[config.mk]
export PLATFORM = sky130hd
export DESIGN_NAME = div_arbiter
export DESIGN_NICKNAME = d
export VERILOG_FILES = /design/src/rtl/div_arbiter.sv
export SDC_FILE = /design/constraint.sdc
export NUM_CORES = 1
export LEC_CHECK = 0
export CAP_MARGIN = 5
export CORE_ASPECT_RATIO = 0.6
export CORE_UTILIZATION = 30
export DETAILED_ROUTE_END_ITERATION = 8
export GPL_TIMING_DRIVEN = 0
export PLACE_DENSITY = 0.64
export SYNTH_ARGS = -nofsm -noshare
export SYNTH_HDL_FRONTEND = slang
export SYNTH_SLANG_ARGS = --single-unit
[constraint.sdc]
create_clock -name clock -period 1.96 [get_ports clock]
set_input_delay 0.392 -clock clock [delete_from_list [all_inputs] [get_ports clock]]
set_output_delay 0.392 -clock clock [all_outputs]
set_load 0.02 [all_outputs]
[src/rtl/div_arbiter.sv]
// div_arbiter: two-way round-robin sequencer sharing one restoring divider.
// Latches a requester's operands on grant, walks the divider through its
// load/run handshake, and returns a tagged one-cycle result. A zero divisor
// is answered directly without touching the divider.
module div_arbiter #(
  parameter int n = 8
) (
  input  logic         clock,
  input  logic         resetn,
  input  logic         req0,
  input  logic [n-1:0] a0,
  input  logic [n-1:0] b0,
  input  logic         req1,
  input  logic [n-1:0] a1,
  input  logic [n-1:0] b1,
  output logic         gnt0,
  output logic         gnt1,
  output logic         busy,
  output logic         rsp_vld,
  output logic         rsp_id,
  output logic [n-1:0] rsp_q,
  output logic [n-1:0] rsp_r,
  output logic         rsp_dz,
  output logic         div_s,
  output logic         div_LA,
  output logic         div_EB,
  output logic [n-1:0] div_DataA,
  output logic [n-1:0] div_DataB,
  input  logic         div_Done,
  input  logic [n-1:0] div_Q,
  input  logic [n-1:0] div_R
);

  typedef enum logic [1:0] {IDLE, LOAD, RUN, RESP} state_t;

  state_t         r_state;
  state_t         w_next;
  logic           r_ptr;
  logic           r_id;
  logic [n-1:0]   r_a;
  logic [n-1:0]   r_b;
  logic [n-1:0]   r_rspQ;
  logic [n-1:0]   r_rspR;
  logic           r_rspDz;
  logic           r_rspId;
  logic           w_gnt0;
  logic           w_gnt1;
  logic           w_grant;
  logic [n-1:0]   w_selA;
  logic [n-1:0]   w_selB;
  logic           w_selZero;

  // Choose a requester while idle; the pointer only matters when both ask
  always_comb begin
    w_gnt0 = 1'b0;
    w_gnt1 = 1'b0;
    if (r_state == IDLE && resetn) begin
      if (req0 && (!req1 || !r_ptr)) begin
        w_gnt0 = 1'b1;
      end else if (req1) begin
        w_gnt1 = 1'b1;
      end
    end
  end

  assign w_grant   = w_gnt0 | w_gnt1;
  assign w_selA    = w_gnt1 ? a1 : a0;
  assign w_selB    = w_gnt1 ? b1 : b0;
  assign w_selZero = (w_selB == '0);

  // Next-state logic and the divider handshake strobes
  always_comb begin
    w_next  = r_state;
    div_s   = 1'b0;
    div_LA  = 1'b0;
    div_EB  = 1'b0;
    rsp_vld = 1'b0;
    case (r_state)
      IDLE: begin
        if (w_grant) begin
          w_next = w_selZero ? RESP : LOAD;
        end
      end
      LOAD: begin
        div_LA = 1'b1;
        div_EB = 1'b1;
        w_next = RUN;
      end
      RUN: begin
        div_s = 1'b1;
        if (div_Done) begin
          w_next = RESP;
        end
      end
      RESP: begin
        rsp_vld = 1'b1;
        w_next  = IDLE;
      end
      default: w_next = IDLE;
    endcase
  end

  // State register
  always_ff @(posedge clock or negedge resetn) begin
    if (!resetn) begin
      r_state <= IDLE;
    end else begin
      r_state <= w_next;
    end
  end

  // Capture the granted operands and hand priority to the other requester
  always_ff @(posedge clock or negedge resetn) begin
    if (!resetn) begin
      r_a   <= '0;
      r_b   <= '0;
      r_id  <= 1'b0;
      r_ptr <= 1'b0;
    end else if (w_grant) begin
      r_a   <= w_selA;
      r_b   <= w_selB;
      r_id  <= w_gnt1;
      r_ptr <= ~w_gnt1;
    end
  end

  // Result registers change only on entry to RESP and hold until the next one
  always_ff @(posedge clock or negedge resetn) begin
    if (!resetn) begin
      r_rspQ  <= '0;
      r_rspR  <= '0;
      r_rspDz <= 1'b0;
      r_rspId <= 1'b0;
    end else if (w_grant && w_selZero) begin
      r_rspQ  <= '1;
      r_rspR  <= w_selA;
      r_rspDz <= 1'b1;
      r_rspId <= w_gnt1;
    end else if (r_state == RUN && div_Done) begin
      r_rspQ  <= div_Q;
      r_rspR  <= div_R;
      r_rspDz <= 1'b0;
      r_rspId <= r_id;
    end
  end

  assign gnt0      = w_gnt0;
  assign gnt1      = w_gnt1;
  assign busy      = (r_state != IDLE) | w_grant;
  assign rsp_id    = r_rspId;
  assign rsp_q     = r_rspQ;
  assign rsp_r     = r_rspR;
  assign rsp_dz    = r_rspDz;
  assign div_DataA = r_a;
  assign div_DataB = r_b;

endmodule

**Word level (Yosys, flattened, before mapping)**

Index checks and enable logic that the tools add are counted.

- Input bits: 53
- Logic and storage cells: 51
- Output and inout bits: 41
- Bits in registers: 38

- Bitwise logic cells: 3
- Multiplexer cells: 22
- Equality and inequality tests: 5
- Reduce and logical (&&, ||, !) cells: 12

Operators by type and width:

| operator | count |
|---|---|
| 8-bit 2-to-1 mux | 6 |
| 1-bit 2-to-1 mux | 12 |
| 8-bit zero test | 1 |
| 2-bit case mux with 4 select lines | 1 |
| 2-bit 2-to-1 mux | 3 |
| 2-bit equality test (second input constant) | 2 |
| 1-bit logical AND | 4 |
| 2-bit != test (second input constant) | 2 |
| 2-bit nonzero test | 2 |
| 2-bit by 1-bit equality test with 1-bit output (second input constant) | 1 |
| 1-bit zero test | 2 |
| 2-bit zero test | 1 |
| 1-bit OR | 2 |
| 2-bit AND reduction | 1 |
| 1-bit logical OR | 1 |
| 1-bit NOT | 1 |

**Logic depth before layout (Yosys ltp)**

- Depth after elaboration: 10
- Gate-level depth with buffers: 8
- Depth with buffers taken out: 6

**Worst setup path before layout**

OpenSTA, ideal clock, no wires.

- Path kind: register to register
- Start: reg r_state[0]
- End: reg r_rspId (netlist: rsp_id)
- Stages on the path, launching flop included: 9
- Period minus slack after synthesis: 1.926 ns
- Path buffers: 2
- Library setup time: 0.118 ns
- Path slack: 0.034 ns
- Data arrival time: 1.808 ns
- Required time: 1.842 ns
- Path through: dfrtp_1 inv_1 ha_1 nand3_1 nor4_4 o21bai_1 buf_6 buf_6 a21o_1

- Cells in the longest elaborated chain, start to end: 7
- Elaborated cells between the ends (all ways): 12
- Classes of those cells: eq/ne (1); mux (4); bitwise (1); reduce/logical (6)

RTL lines:

| what | RTL line | RTL |
|---|---|---|
| from (decl) | 36 | `state_t r_state;` |
| from (signal assigned) | 108 | `r_state <= w_next;` |
| 2-bit zero test | 57 | `if (r_state == IDLE && resetn) begin` |
| 1-bit logical AND | 57 |  |
| 1-bit 2-to-1 mux | 57 |  |
| 8-bit 2-to-1 mux | 68 | `assign w_selB = w_gnt1 ? b1 : b0;` |
| 8-bit zero test | 69 | `assign w_selZero = (w_selB == '0);` |
| 1-bit logical AND | 134 | `end else if (w_grant && w_selZero) begin` |
| 1-bit 2-to-1 mux or 2-bit nonzero test (tied branches) | -- |  |
| to (signal assigned) | 138 | `r_rspId <= w_gnt1;` |
| to (signal assigned) | 143 | `r_rspId <= r_id;` |
| to (decl) | 45 | `logic r_rspId;` |

Several ways; a longest one is shown, not always the timed one.
A chain may end at the register's enable or synchronous reset.

**Final worst setup path**

- Start: in req0
- End: out gnt1

- Cells in the longest elaborated chain, start to end: 3

RTL lines:

| what | RTL line | RTL |
|---|---|---|
| from (decl) | 10 | `input logic req0,` |
| 1-bit logical AND | 58 | `if (req0 && (!req1 \|\| !r_ptr)) begin` |
| 1-bit 2-to-1 mux | 58 |  |
| 1-bit 2-to-1 mux | 57 |  |
| to (decl) | 17 | `output logic gnt1,` |

No other way between the ends.

==> reports/qor.csv <==
stage,metric,value,unit
yosys,synth_ff_type,dfrtp_1,
yosys,synth-edff-count,0,
routing,wl_met1,2.74,mm
clock_tree,cts_buffers,5,
worst_setup_path,startpoint,req0,
timing,post-route-min-period,2.00,ns
placement,dp_hpwl,3.88,mm
routing,drc_errors,0,
die,start_util,0.322,
finish,areaGrowthSynthToFinish,71.0,%
worst_setup_path,path_class,input pin to output port,
yosys,synth_cells,174,
placement,dpl_cell_area,2910,sq um
die,fp.dieW,103,microns
clock_tree,cts.sinks,38,
worst_setup_path,worst_path_largest_cell_delay,0.49,ns
routing,wl_met2,2.02,mm
worst_setup_path,r2r_slack,0.18,ns
finish,nets,341,
global_routing,grt_pass1_wl,8.29,mm
yosys,ys_types,28,
yosys,ys_ff_latch,38,
die,dieArea,6500,sq um
routing,highest_layer,met4,
finish,final_cell_mix,"clkdlybuf4s50_1 (81), nand2_1 (39), dfrtp_1 (38)",
power_and_ir_drop,combPwrFrac,0.506,
worst_setup_path,required,1.57,ns
finish,final_common_cell,clkdlybuf4s50_1,
timing,fmax,501,MHz
status,violations,negative setup slack,
clock_tree,clock_latency,0.29,ns
power_and_ir_drop,switching_power,1.66,mW
hold_path,hp-class,input pin to asynchronous set/reset pin,
worst_setup_path,r2r_start,r_state[1]$_DFFE_PN0P_,
timing,rsz0062_at_grt,true,
finish,final_area,3170,sq um
clock_tree,clockRootBuffer,clkbuf_8,
timing,tightest_slew,0.888,ns
global_routing,overflow,0,
yosys,synthArstFlopShare,1.00,
timing,skew,0.00512,ns
flow_run,cap_violations,0,
die,die_y,62.9,microns
routing,vias_per_cell,4.55,
die,pin_count,94,
power_and_ir_drop,switching_share,0.375,
worst_setup_path,path_buf_inv,3,
clock_tree,cts_buffer_depth,2,
global_routing,track_usage,0.171,
global_routing,grt_pass1_vias,1587,
worst_setup_path,critPathCaptureType,output port,
routing,drt-initial-drc-count,31,
worst_setup_path,worstPathArrival,1.61,ns
worst_setup_path,path_depth,5,
timing,finalCritPeriodShare,1.02,
worst_setup_path,crit_family,buffers and inverters,
worst_setup_path,crit_chain,"clkdlybuf4s50_1, nor2b_2, nor2_4, buf_8, buf_4",
routing,drtAntennaViolNets,0,
yosys,yosysSeqAreaShare,0.514,
power_and_ir_drop,ir_drop,541,uV
routing,drt_wl_total,5.25,mm
routing,drt_pre_antenna_iters,4,
die,rows,21,
finish,diodes,0,
power_and_ir_drop,clkPwrFrac,0.187,
clock_tree,cts_tree,done,
worst_setup_path,cpMaxStageDelayCell,clkdlybuf4s50_1,
routing,wl_met3,448,microns
power_and_ir_drop,power_leakage,1.52,nW
timing,hold_viol,0,
finish,final_util,0.550,
timing,worst_slack,-0.0373,ns
finish,drive_above_1_share,0.123,
power_and_ir_drop,internal-power,2.77,mW
finish,fillCellCount,508,
routing,wl_per_cell,14.4,microns
clock_tree,htree_levels,2,
power_and_ir_drop,power.density,1400,nW/um^2
routing,vias,1658,
global_routing,grt_max_degree,23,
clock_tree,clk_pin_slew,0.07,ns
yosys,syn_avg_cell_area,10.6,sq um
timing,final-max-slew-violation-count,0,
timing,relSlewSlack,0.406,
placement,io_buffers,93,
yosys,yosys_warnings,0,
power_and_ir_drop,power_frac_seq,0.307,
timing,setup_viol,1,
yosys,synth_fp_nets,232,
die,core_area,5750,sq um
placement,gp_congestion,0.731,
worst_setup_path,timing.rr.end,rsp_r[4]$_DFFE_PN0P_,
yosys,synth.cell_area,1850,sq um
worst_setup_path,critPathLaunchType,input pin,
status,status,finished with violations,
global_routing,antenna_found_initial,0,
worst_setup_path,cp_max_fo,10,
worst_setup_path,cp-endpoint,gnt1,
worst_setup_path,reg2reg_depth,8,
synth_stat cells (2+ instances only):
| cell type | count | area (sq um) |
|---|---|---|
| nor4_1 | 2 | 12.5 |
| mux2i_1 | 32 | 320 |
| buf_6 | 2 | 22.5 |
| inv_1 | 3 | 11.3 |
| a21o_1 | 2 | 15.0 |
| ha_1 | 5 | 62.6 |
| o21ai_0 | 16 | 80.1 |
| dfrtp_1 | 38 | 951 |
| clkbuf_1 | 5 | 18.8 |
| buf_4 | 2 | 15.0 |
| nor2_1 | 2 | 7.51 |
| nand3_1 | 10 | 50.1 |
| nand2_1 | 40 | 150 |
power by group through the flow:
stage               logic, mW  registers, mW  clock network (mW)
finish                   2.24           1.36               0.829
global route             2.44           1.41               0.884
CTS                      2.25           1.36               0.840
floorplan               0.761           1.73                   0
global placement         2.19           1.35                   0
detailed placement       2.21           1.36                   0
flip-flops by register name, summed over array words and instances, names as in the netlist:
register   cells
rsp_q          8
div_DataB      8
r_state        2
rsp_r          8
div_DataA      8
rsp_dz         1
rsp_id         1
r_ptr          1
r_id           1
cell families (layout without fill, tap and decap cells):
logic type	Yosys count	after routing	synth area share
and+or+nand+nor	61	61	0.157
muxes	32	32	0.173
buffers and inverters	12	122	0.0365
DFF	38	38	0.514
AOI/OAI and AO/OA	26	26	0.0858
adders and majority gates	5	5	0.0338
worst register-to-register path, stage by stage (launching register included):
cell and delay [ns]:
dfrtp_1 0.42, inv_2 0.11, ha_4 0.18, nand3_4 0.12
o211a_1 0.25, o21bai_1 0.16, buf_6 0.15, buf_12 0.12
mux2i_1 0.20
through the flow:
stage                     hold slack [ns]  std cells  total power, mW  setup slack, ns  TNS (ns)
after global placement              0.459        347             3.54            -2.75   -104.59
after detailed placement            0.397        348             3.57            -1.09    -16.01
after floorplan                    0.0964        174             2.50           0.0340         0
after global routing               0.0339        364             4.74          -0.0913   -0.0913
final                              0.0367        364             4.43          -0.0373   -0.0373
after CTS                          0.0330        363             4.45          -0.0323   -0.0323
per-layer routing:
layer,vias to the layer above,track usage
met5,-,0
met4,0,0.0387
met3,8,0.0593
met2,69,0.224
met1,763,0.262
li1,818,-
timing repair:
item	4_1_cts	5_1_grt
buffers inserted	6	2
pin swaps	4	5
gates resized for setup	23	8
endpoints found under the setup margin	40	12
endpoints found under the hold margin	20	0
hold buffers	1	0
cell type report:
type,count,area [sq um],area share
flip-flops and latches,38,951,0.300
multi-input cells,124,867,0.274
plain buffers,8,60.1,0.0190
repair buffers,103,1030,0.327
clock inverters,2,60.1,0.0190
clock buffers,6,82.6,0.0261
well taps,80,100,0.0316
inverters,3,11.3,0.00356
worst min-delay path by stage:
stage | end | cells past startpoint | slack (ns)
2_1_floorplan | div_DataA[0]$_DFFE_PN0P_ | 0 | 0.1
3_3_place_gp | div_DataA[4]$_DFFE_PN0P_ | 2 | 0.46
3_5_place_dp | rsp_q[7]$_DFFE_PN0P_ | 1 | 0.40
4_1_cts | div_DataB[1]$_DFFE_PN0P_ | 2 | 0.03
5_1_grt | rsp_r[3]$_DFFE_PN0P_ | 2 | 0.03
6_report | r_state[1]$_DFFE_PN0P_ | 2 | 0.04
Power figures use the tool's default switching activity.
